==> config.mk <==
export PLATFORM = sky130hd
export DESIGN_NAME = sar_adc_responder_flat
export DESIGN_NICKNAME = d
export VERILOG_FILES = /design/src/rtl/sar_adc_responder_if.sv /design/src/rtl/sar_adc_responder.sv /design/src/flat_wrapper.sv
export SDC_FILE = /design/constraint.sdc
export NUM_CORES = 1
export LEC_CHECK = 0
export ABC_AREA = 1
export CAP_MARGIN = 20
export CORE_MARGIN = 2
export CORE_UTILIZATION = 45
export CTS_CLUSTER_DIAMETER = 150
export CTS_CLUSTER_SIZE = 25
export DETAILED_ROUTE_END_ITERATION = 8
export PLACE_DENSITY = 0.66
export SLEW_MARGIN = 10
export SYNTH_ARGS = -nofsm -noshare
export SYNTH_HDL_FRONTEND = slang
export SYNTH_SLANG_ARGS = --single-unit
==> constraint.sdc <==
create_clock -name clock -period 1.94 [get_ports clock]
set_input_delay 0.485 -clock clock [delete_from_list [all_inputs] [get_ports clock]]
set_output_delay 0.485 -clock clock [all_outputs]
set_load 0.01 [all_outputs]
==> src/rtl/sar_adc_responder_if.sv <==
// Purpose: soc/eoc start-of-conversion handshake plus the DAC/comparator pair.
// Latency: none. This is wiring only.
// Backpressure: the consumer holds soc high until eoc drops. soc is honoured only while eoc is high.
// Signals:
//   soc    - start of conversion, driven by the consumer
//   eoc    - end of conversion; high means idle and numero is valid
//   numero - last conversion result
//   dac    - trial code sent to the external DAC
//   cmp    - comparator bit; 1 when the analog input is >= dac
interface sar_adc_responder_if #(
  parameter int N = 8
);
  logic         soc;
  logic         eoc;
  logic [N-1:0] numero;
  logic [N-1:0] dac;
  logic         cmp;

  // Consumer side, which includes the analog front end that returns cmp.
  modport master (
    output soc,
    output cmp,
    input  eoc,
    input  numero,
    input  dac
  );

  // Converter side.
  modport slave (
    input  soc,
    input  cmp,
    output eoc,
    output numero,
    output dac
  );
endinterface

==> src/rtl/sar_adc_responder.sv <==
// Purpose: N-bit successive-approximation converter controller, answering soc/eoc.
// Latency: the result lands N*SETTLE edges after soc is released, and eoc rises one edge later.
// Backpressure: soc held high parks the block in ACK. soc is ignored outside IDLE.
// Ports:
//   clock - rising-edge system clock
//   reset - asynchronous, active-high; aborts any conversion in progress
//   bus   - slave side of sar_adc_responder_if (soc, cmp in; eoc, numero, dac out)
module sar_adc_responder #(
  parameter int N      = 8,
  parameter int SETTLE = 1
) (
  input  logic                  clock,
  input  logic                  reset,
  sar_adc_responder_if.slave    bus
);

  localparam int IW = (N > 1) ? $clog2(N) : 1;
  localparam int CW = (SETTLE > 1) ? $clog2(SETTLE) : 1;

  typedef enum logic [1:0] {
    IDLE = 2'd0,
    ACK  = 2'd1,
    CONV = 2'd2,
    FIN  = 2'd3
  } state_t;

  state_t          state_q, state_d;
  logic            eoc_q, eoc_d;
  logic [N-1:0]    numero_q, numero_d;
  logic [N-1:0]    dac_q, dac_d;
  logic [IW-1:0]   idx_q, idx_d;
  logic [CW-1:0]   cnt_q, cnt_d;
  // Trial code after the current bit has been kept or cleared.
  logic [N-1:0]    decided;

  always_ff @(posedge clock or posedge reset) begin
    if (reset) begin
      state_q  <= IDLE;
      eoc_q    <= 1'b1;
      numero_q <= '0;
      dac_q    <= '0;
      idx_q    <= '0;
      cnt_q    <= '0;
    end else begin
      state_q  <= state_d;
      eoc_q    <= eoc_d;
      numero_q <= numero_d;
      dac_q    <= dac_d;
      idx_q    <= idx_d;
      cnt_q    <= cnt_d;
    end
  end

  always_comb begin
    state_d  = state_q;
    eoc_d    = eoc_q;
    numero_d = numero_q;
    dac_d    = dac_q;
    idx_d    = idx_q;
    cnt_d    = cnt_q;

    decided  = dac_q;
    if (!bus.cmp) begin
      decided[idx_q] = 1'b0;
    end

    unique case (state_q)
      IDLE: begin
        if (bus.soc) begin
          eoc_d   = 1'b0;
          state_d = ACK;
        end
      end

      ACK: begin
        // Wait until the consumer drops soc, so that one request gives one conversion.
        if (!bus.soc) begin
          dac_d        = '0;
          dac_d[N-1]   = 1'b1;
          idx_d        = IW'(N - 1);
          cnt_d        = CW'(SETTLE - 1);
          state_d      = CONV;
        end
      end

      CONV: begin
        if (cnt_q != '0) begin
          cnt_d = cnt_q - CW'(1);
        end else if (idx_q != '0) begin
          dac_d                  = decided;
          dac_d[idx_q - IW'(1)]  = 1'b1;
          idx_d                  = idx_q - IW'(1);
          cnt_d                  = CW'(SETTLE - 1);
        end else begin
          dac_d    = decided;
          numero_d = decided;
          state_d  = FIN;
        end
      end

      FIN: begin
        // numero was written on the previous edge and has settled before eoc rises.
        eoc_d   = 1'b1;
        state_d = IDLE;
      end

      default: begin
        state_d = IDLE;
      end
    endcase
  end

  assign bus.eoc    = eoc_q;
  assign bus.numero = numero_q;
  assign bus.dac    = dac_q;

endmodule

==> src/flat_wrapper.sv <==
// flat-port wrapper written by rule: the top's interface ports become plain ports
module sar_adc_responder_flat 
#(
  parameter int N      = 8,
  parameter int SETTLE = 1
)
  (clock, reset, bus_soc, bus_cmp, bus_eoc, bus_numero, bus_dac);
  sar_adc_responder_if #(.N(N)) bus_i ();
  input  logic clock;
  input  logic reset;
  input wire logic [$bits(bus_i.soc)-1:0] bus_soc;
  input wire logic [$bits(bus_i.cmp)-1:0] bus_cmp;
  output wire logic [$bits(bus_i.eoc)-1:0] bus_eoc;
  output wire logic [$bits(bus_i.numero)-1:0] bus_numero;
  output wire logic [$bits(bus_i.dac)-1:0] bus_dac;
  assign bus_i.soc = bus_soc;
  assign bus_i.cmp = bus_cmp;
  assign bus_eoc = bus_i.eoc;
  assign bus_numero = bus_i.numero;
  assign bus_dac = bus_i.dac;
  sar_adc_responder #(.N(N), .SETTLE(SETTLE)) u_core (.clock(clock), .reset(reset), .bus(bus_i));
endmodule
==> flow_summary.yaml, run 1 <==
placement:
  dp_slack_ps: 176
  port_buffers: 20
  dp_hpwl_um: 1930
  placed_area_um2: 1450
  gp_congestion: 0.908
power_and_ir_drop:
  ir_drop_mv: 0.940
  leakage_nw: 0.789
  p_per_area_nw_per_um2: 1710
  p_total_w: 0.00257
timing:
  tightest_slew_ps: 425
  hold_viol_final: 0
  setup_viol: 0
  setup_tns_ps: 0
  rsz0062_at_grt: "false"
  finalWorstSetupSlack_ps: 49.2
  relSlewSlack: 0.716
  min_period_ps: 1890
  period_share: 0.975
  fin_skew_ps: 7.45
  fmax_mhz: 529
  maxSlewViolCount: 0
clocking:
  cts_tree: "built"
  cts_hold_buffers: 0
  htreeDepth: 1
  cts_root_buf: "clkbuf_4"
  postCtsSetupBuffers: 0
  cts-resized-gates: 0
  cts_made_buffers: 3
  clockBufferDepth: 2
  insertion_delay_ps: 320
  clock-sinks: 22
  clk_pin_slew_ps: 140
hold_path:
  hold_path_class: "primary input to async pin"
worst_setup_path:
  cp_max_fo: 2
  timing.critical_path.buf_inv: 1
  end_kind: "output pin"
  cp.required_ps: 1450
  slowest_delay_ps: 560
  startpoint_type: "flop"
  crit_type: "flop to output pin"
  cp_cell_sequence: "clkdlybuf4s50_1"
  r2r_slack_ps: 320
  cp_top_family: "flip-flops"
  arrival_ps: 1410
  cp_slowest_cell: "dfstp_2"
flow_run:
  maxCapViolCount: 0
layout:
  fin_nets: 191
  drive_gt1_frac: 0.0894
  area_growth_pct: 23.6
  final_cell_area_um2: 1500
  post-route-util: 0.595
  fillCellCount: 256
  n_antenna_cell: 0
drt:
  initialDrtViolationCount: 22
  viasPerCell: 4.95
  num_vias: 1035
  drt_pass1_iterations: 5
  drc: 0
  wl_um: 2540
  wl_per_cell_um: 12.2
  ant_nets: 0
yosys:
  ys_ff_latch: 22
  synth_area_um2: 1210
  syn-num-nets: 166
  yosysSeqAreaShare: 0.455
  syn_area_per_cell_um2: 7.83
  yosys_warnings: 0
  synth_top_family_by_area: "simple AND/OR/NAND/NOR gates"
  synth_compound_area_frac: 0.0918
  syn-instance-count: 155
  synthDistinctLibCells: 18
  synth_fa_ha_area_frac: 0.0722
  muxShareOfSynthArea: 0
  yosys.area_share.simple: 0.323
  synth_xor_xnor_area_share: 0
floorplanning:
  die_h_um: 55.9
  core-area_um2: 2520
  io_pins: 21
  die-area_um2: 3130
  initial_core_util: 0.481
  rows: 18
  dieWidth_um: 55.9
global_routing:
  grtUsageTotal: 0.179
  grt_pass1_vias: 1042
  grt_pass1_wl_um: 4510
  grt_max_degree: 23
  antenna_found_initial: 0
  grt_overflow: 0
outcome:
  status: "completed"
-- layout by cell type, fill, tap and decap left out, drive strengths merged --
master | netlist | layout
nand2 | 63 | 63
dfrtp | 21 | 21
clkdlybuf4s50 | 0 | 20
inv | 16 | 16
nor2 | 15 | 15
nand3 | 13 | 13
o21ai | 12 | 12
ha | 7 | 7
a21boi | 4 | 4
clkbuf | 0 | 3
a21oi | 2 | 2
bufinv | 0 | 1
buf | 1 | 1
dfstp | 1 | 1
-- per-layer routing --
| layer | wire [um] | global-route usage | share of wire |
|---|---|---|---|
| met2 | 1230 | 0.311 | 0.48 |
| met1 | 1150 | 0.224 | 0.45 |
| met5 | 0 | 0 | 0 |
| met4 | 58 | 0.0714 | 0.023 |
| met3 | 106 | 0.0233 | 0.042 |
-- cells by family (layout without fill, tap and decap cells) --
logic type	after synthesis	count (layout)
buffers and inverters	17	41
flip-flops	22	22
AND/OR/NAND/NOR	91	91
adder cells (fa/ha/maj)	7	7
AO/OA/AOI/OAI	18	18
-- where the power goes --
part,leakage [nW],internal (W),switching [W]
combinational,0.499,0.000578,0.000792
clock,0.0279,0.000209,0.000157
sequential,0.262,0.000672,0.000158
-- area by class of cell --
type,instances,area (um^2),area share
sequential,22,552,0.368
multi-input combinational,116,591,0.394
inverter,16,60.1,0.0400
tap,30,37.5,0.0250
clock inverter,1,30.0,0.0200
timing repair buffer,21,208,0.138
clock buffer,3,22.5,0.0150
-- flip-flops by register name, summed over array words and instances (netlist names) --
signal	cells
u_core.bus.numero	8
u_core.bus.dac	8
u_core.idx_q	3
u_core.bus.eoc	1
u_core.state_q	2
-- cell usage after synthesis --
master	number	area (um^2)
nand2_1	62	233
ha_1	7	87.6
o21ai_1	3	15.0
o21ai_0	6	30.0
nor2_4	1	11.3
a21boi_0	4	30.0
nand2_4	1	11.3
dfstp_2	1	26.3
a21oi_1	2	10.0
nor2_2	1	6.26
o21ai_2	3	26.3
buf_6	1	11.3
nor2_8	1	20.0
inv_2	3	11.3
inv_1	13	48.8
nor2_1	12	45.0
dfrtp_1	21	526
nand3_1	13	65.1
-- through the flow --
step | hold slack [ps] | std cells
2_1_floorplan | 472 | 155
3_3_place_gp | 460 | 205
3_5_place_dp | 469 | 205
4_1_cts | 494 | 209
5_1_grt | 512 | 209
6_report | 475 | 209
-- worst paths after layout --
check                                              start  depth (start not counted)                            end
max reg2reg                u_core.state_q[0]$_DFFE_PP0P_                          6    u_core.idx_q[2]$_DFFE_PP0P_
max                           u_core.bus.eoc$_DFFE_PP1P_                          1                        bus_eoc
min in group clock            u_core.bus.eoc$_DFFE_PP1P_                          2     u_core.bus.eoc$_DFFE_PP1P_
min reg2reg                   u_core.bus.eoc$_DFFE_PP1P_                          2     u_core.bus.eoc$_DFFE_PP1P_
min                                                reset                          3  u_core.bus.dac[2]$_DFFE_PP0P_
max in group asynchronous                          reset                          3     u_core.bus.eoc$_DFFE_PP1P_
No activity file was read; power rests on OpenSTA's default activity.
==> inputs of run 2 (changes only) <==
- CTS_BUF_LIST: not set -> sky130_fd_sc_hd__clkbuf_8
==> run 2 against run 1 <==
  * Combinational power barely moved
  * Flip-flop and latch count did not move
  * Worst hold slack improved by 9.6 ps
  * Total power rose by 2.7%
  * Worst setup slack improved by 67 ps
  * Sequential share of layout area fell by 0.45 points
  * First-iteration DRC count fell by 9.1%
  * Clock power rose by 20%
  * Non-clock buffer count did not move
  * Clock skew fell by 6.4 ps
  * Sequential power barely moved
  * Critical path type unchanged
  * Highest routed layer unchanged
==> flow_summary.yaml, run 2 (synthesis results as in run 1) <==
clocking:
  htreeDepth: 1
  cts_root_buf: "clkbuf_8"
  postCtsSetupBuffers: 0
  insertion_delay_ps: 270
  clock-sinks: 22
  cts_made_buffers: 3
  cts_tree: "built"
  cts-resized-gates: 0
  clockBufferDepth: 2
  clk_pin_slew_ps: 80
  cts_hold_buffers: 0
worst_setup_path:
  cp_cell_sequence: "clkdlybuf4s50_1"
  cp_max_fo: 2
  end_kind: "output pin"
  critical_path_cell_count: 1
  arrival_ps: 1340
  crit_type: "flop to output pin"
  slowest_delay_ps: 540
  cp.required_ps: 1450
  timing.critical_path.buf_inv: 1
  startpoint_type: "flop"
  cp_top_family: "flip-flops"
  cp_slowest_cell: "dfstp_2"
  worst_r2r_path_depth: 6
timing:
  finalWorstSetupSlack_ps: 116
  min_period_ps: 1820
  relSlewSlack: 0.721
  period_share: 0.940
  maxSlewViolCount: 0
  hold_viol_final: 0
  setup_tns_ps: 0
  fin_skew_ps: 1.07
  fmax_mhz: 548
  tightest_slew_ps: 419
  setup_viol: 0
  rsz0062_at_grt: "false"
drt:
  num_vias: 1024
  drc: 0
  ant_nets: 0
  drt_pass1_iterations: 4
  initialDrtViolationCount: 20
  wl_per_cell_um: 12.2
  viasPerCell: 4.90
  wl_um: 2550
power_and_ir_drop:
  leakage_nw: 0.796
  p_total_w: 0.00264
  p_per_area_nw_per_um2: 1740
  ir_drop_mv: 0.934
floorplanning:
  initial_core_util: 0.481
  dieWidth_um: 55.9
  die-area_um2: 3130
  io_pins: 21
  core-area_um2: 2520
  die_h_um: 55.9
  rows: 18
placement:
  place_inst: 205
  gp_congestion: 0.908
  port_buffers: 20
  dp_slack_ps: 176
  dp_hpwl_um: 1930
layout:
  fin_nets: 191
  area_growth_pct: 25.2
  layout_commonest_cell: "nand2_1"
  final_cell_mix: "62 x nand2_1, 21 x dfrtp_1, 20 x clkdlybuf4s50_1, 13 x inv_1, 13 x nand3_1"
  drive_gt1_frac: 0.0894
  n_antenna_cell: 0
  stdcell_count: 209
global_routing:
  grt_overflow: 0
  grt_pass1_vias: 1030
  grtUsageTotal: 0.181
  grt_max_degree: 23
  grt_pass1_wl_um: 4510
  antenna_found_initial: 0
flow_run:
  maxCapViolCount: 0
outcome:
  status: "completed"
hold_path:
  hold_depth: 2
  hold_path_class: "flop to flop"
[run 2: where the power goes]
| group | switching [W] | internal (W) | leakage [nW] |
|---|---|---|---|
| clock network | 0.000162 | 0.000276 | 0.0357 |
| logic | 0.000789 | 0.000578 | 0.499 |
| registers | 0.000158 | 0.000673 | 0.262 |
| total | 0.00111 | 0.00153 | 0.796 |
[run 2: metal layers]
metal | track usage | routed length [um]
met4 | 0.0918 | 62
met5 | 0 | 0
met3 | 0.0233 | 109
met1 | 0.219 | 1150
met2 | 0.313 | 1230
[run 2: final cells by class]
cell class / count / area [um^2]
repair buffers: 21 / 208
well taps: 30 / 37.5
clock inverters: 1 / 30.0
flip-flops and latches: 22 / 552
fillers: 250 / 1000
inverters: 16 / 60.1
clock buffers: 3 / 41.3
multi-input cells: 116 / 591
[run 2: path summary, 6_finish.rpt]
| kind | start | to | slack [ps] |
|---|---|---|---|
| min | u_core.bus.numero[0]$_DFFE_PP0P_ | u_core.bus.numero[0]$_DFFE_PP0P_ | 480 |
| max reg2reg | u_core.state_q[0]$_DFFE_PP0P_ | u_core.idx_q[2]$_DFFE_PP0P_ | 340 |
| max | u_core.bus.eoc$_DFFE_PP1P_ | bus_eoc | 120 |
| min in group asynchronous | reset | u_core.bus.numero[3]$_DFFE_PP0P_ | 540 |
| max in group asynchronous | reset | u_core.bus.eoc$_DFFE_PP1P_ | 1120 |
| min reg2reg | u_core.bus.numero[0]$_DFFE_PP0P_ | u_core.bus.numero[0]$_DFFE_PP0P_ | 480 |
[run 2: through the flow]
step | cell area, um^2 | util | hold slack (ps)
detailed placement | 1450 | 0.574 | 469
floorplan | 1210 | - | 472
CTS | 1520 | 0.602 | 489
global route | 1520 | 0.602 | 507
finish | 1520 | 0.602 | 485
global placement | 1450 | 0.574 | 460
==> inputs of run 3 (changes only) <==
- SLEW_MARGIN: 10 -> 20
==> results of run 3 <==
Same layout as run 2: the final DEF is identical, and so are final timing and power.
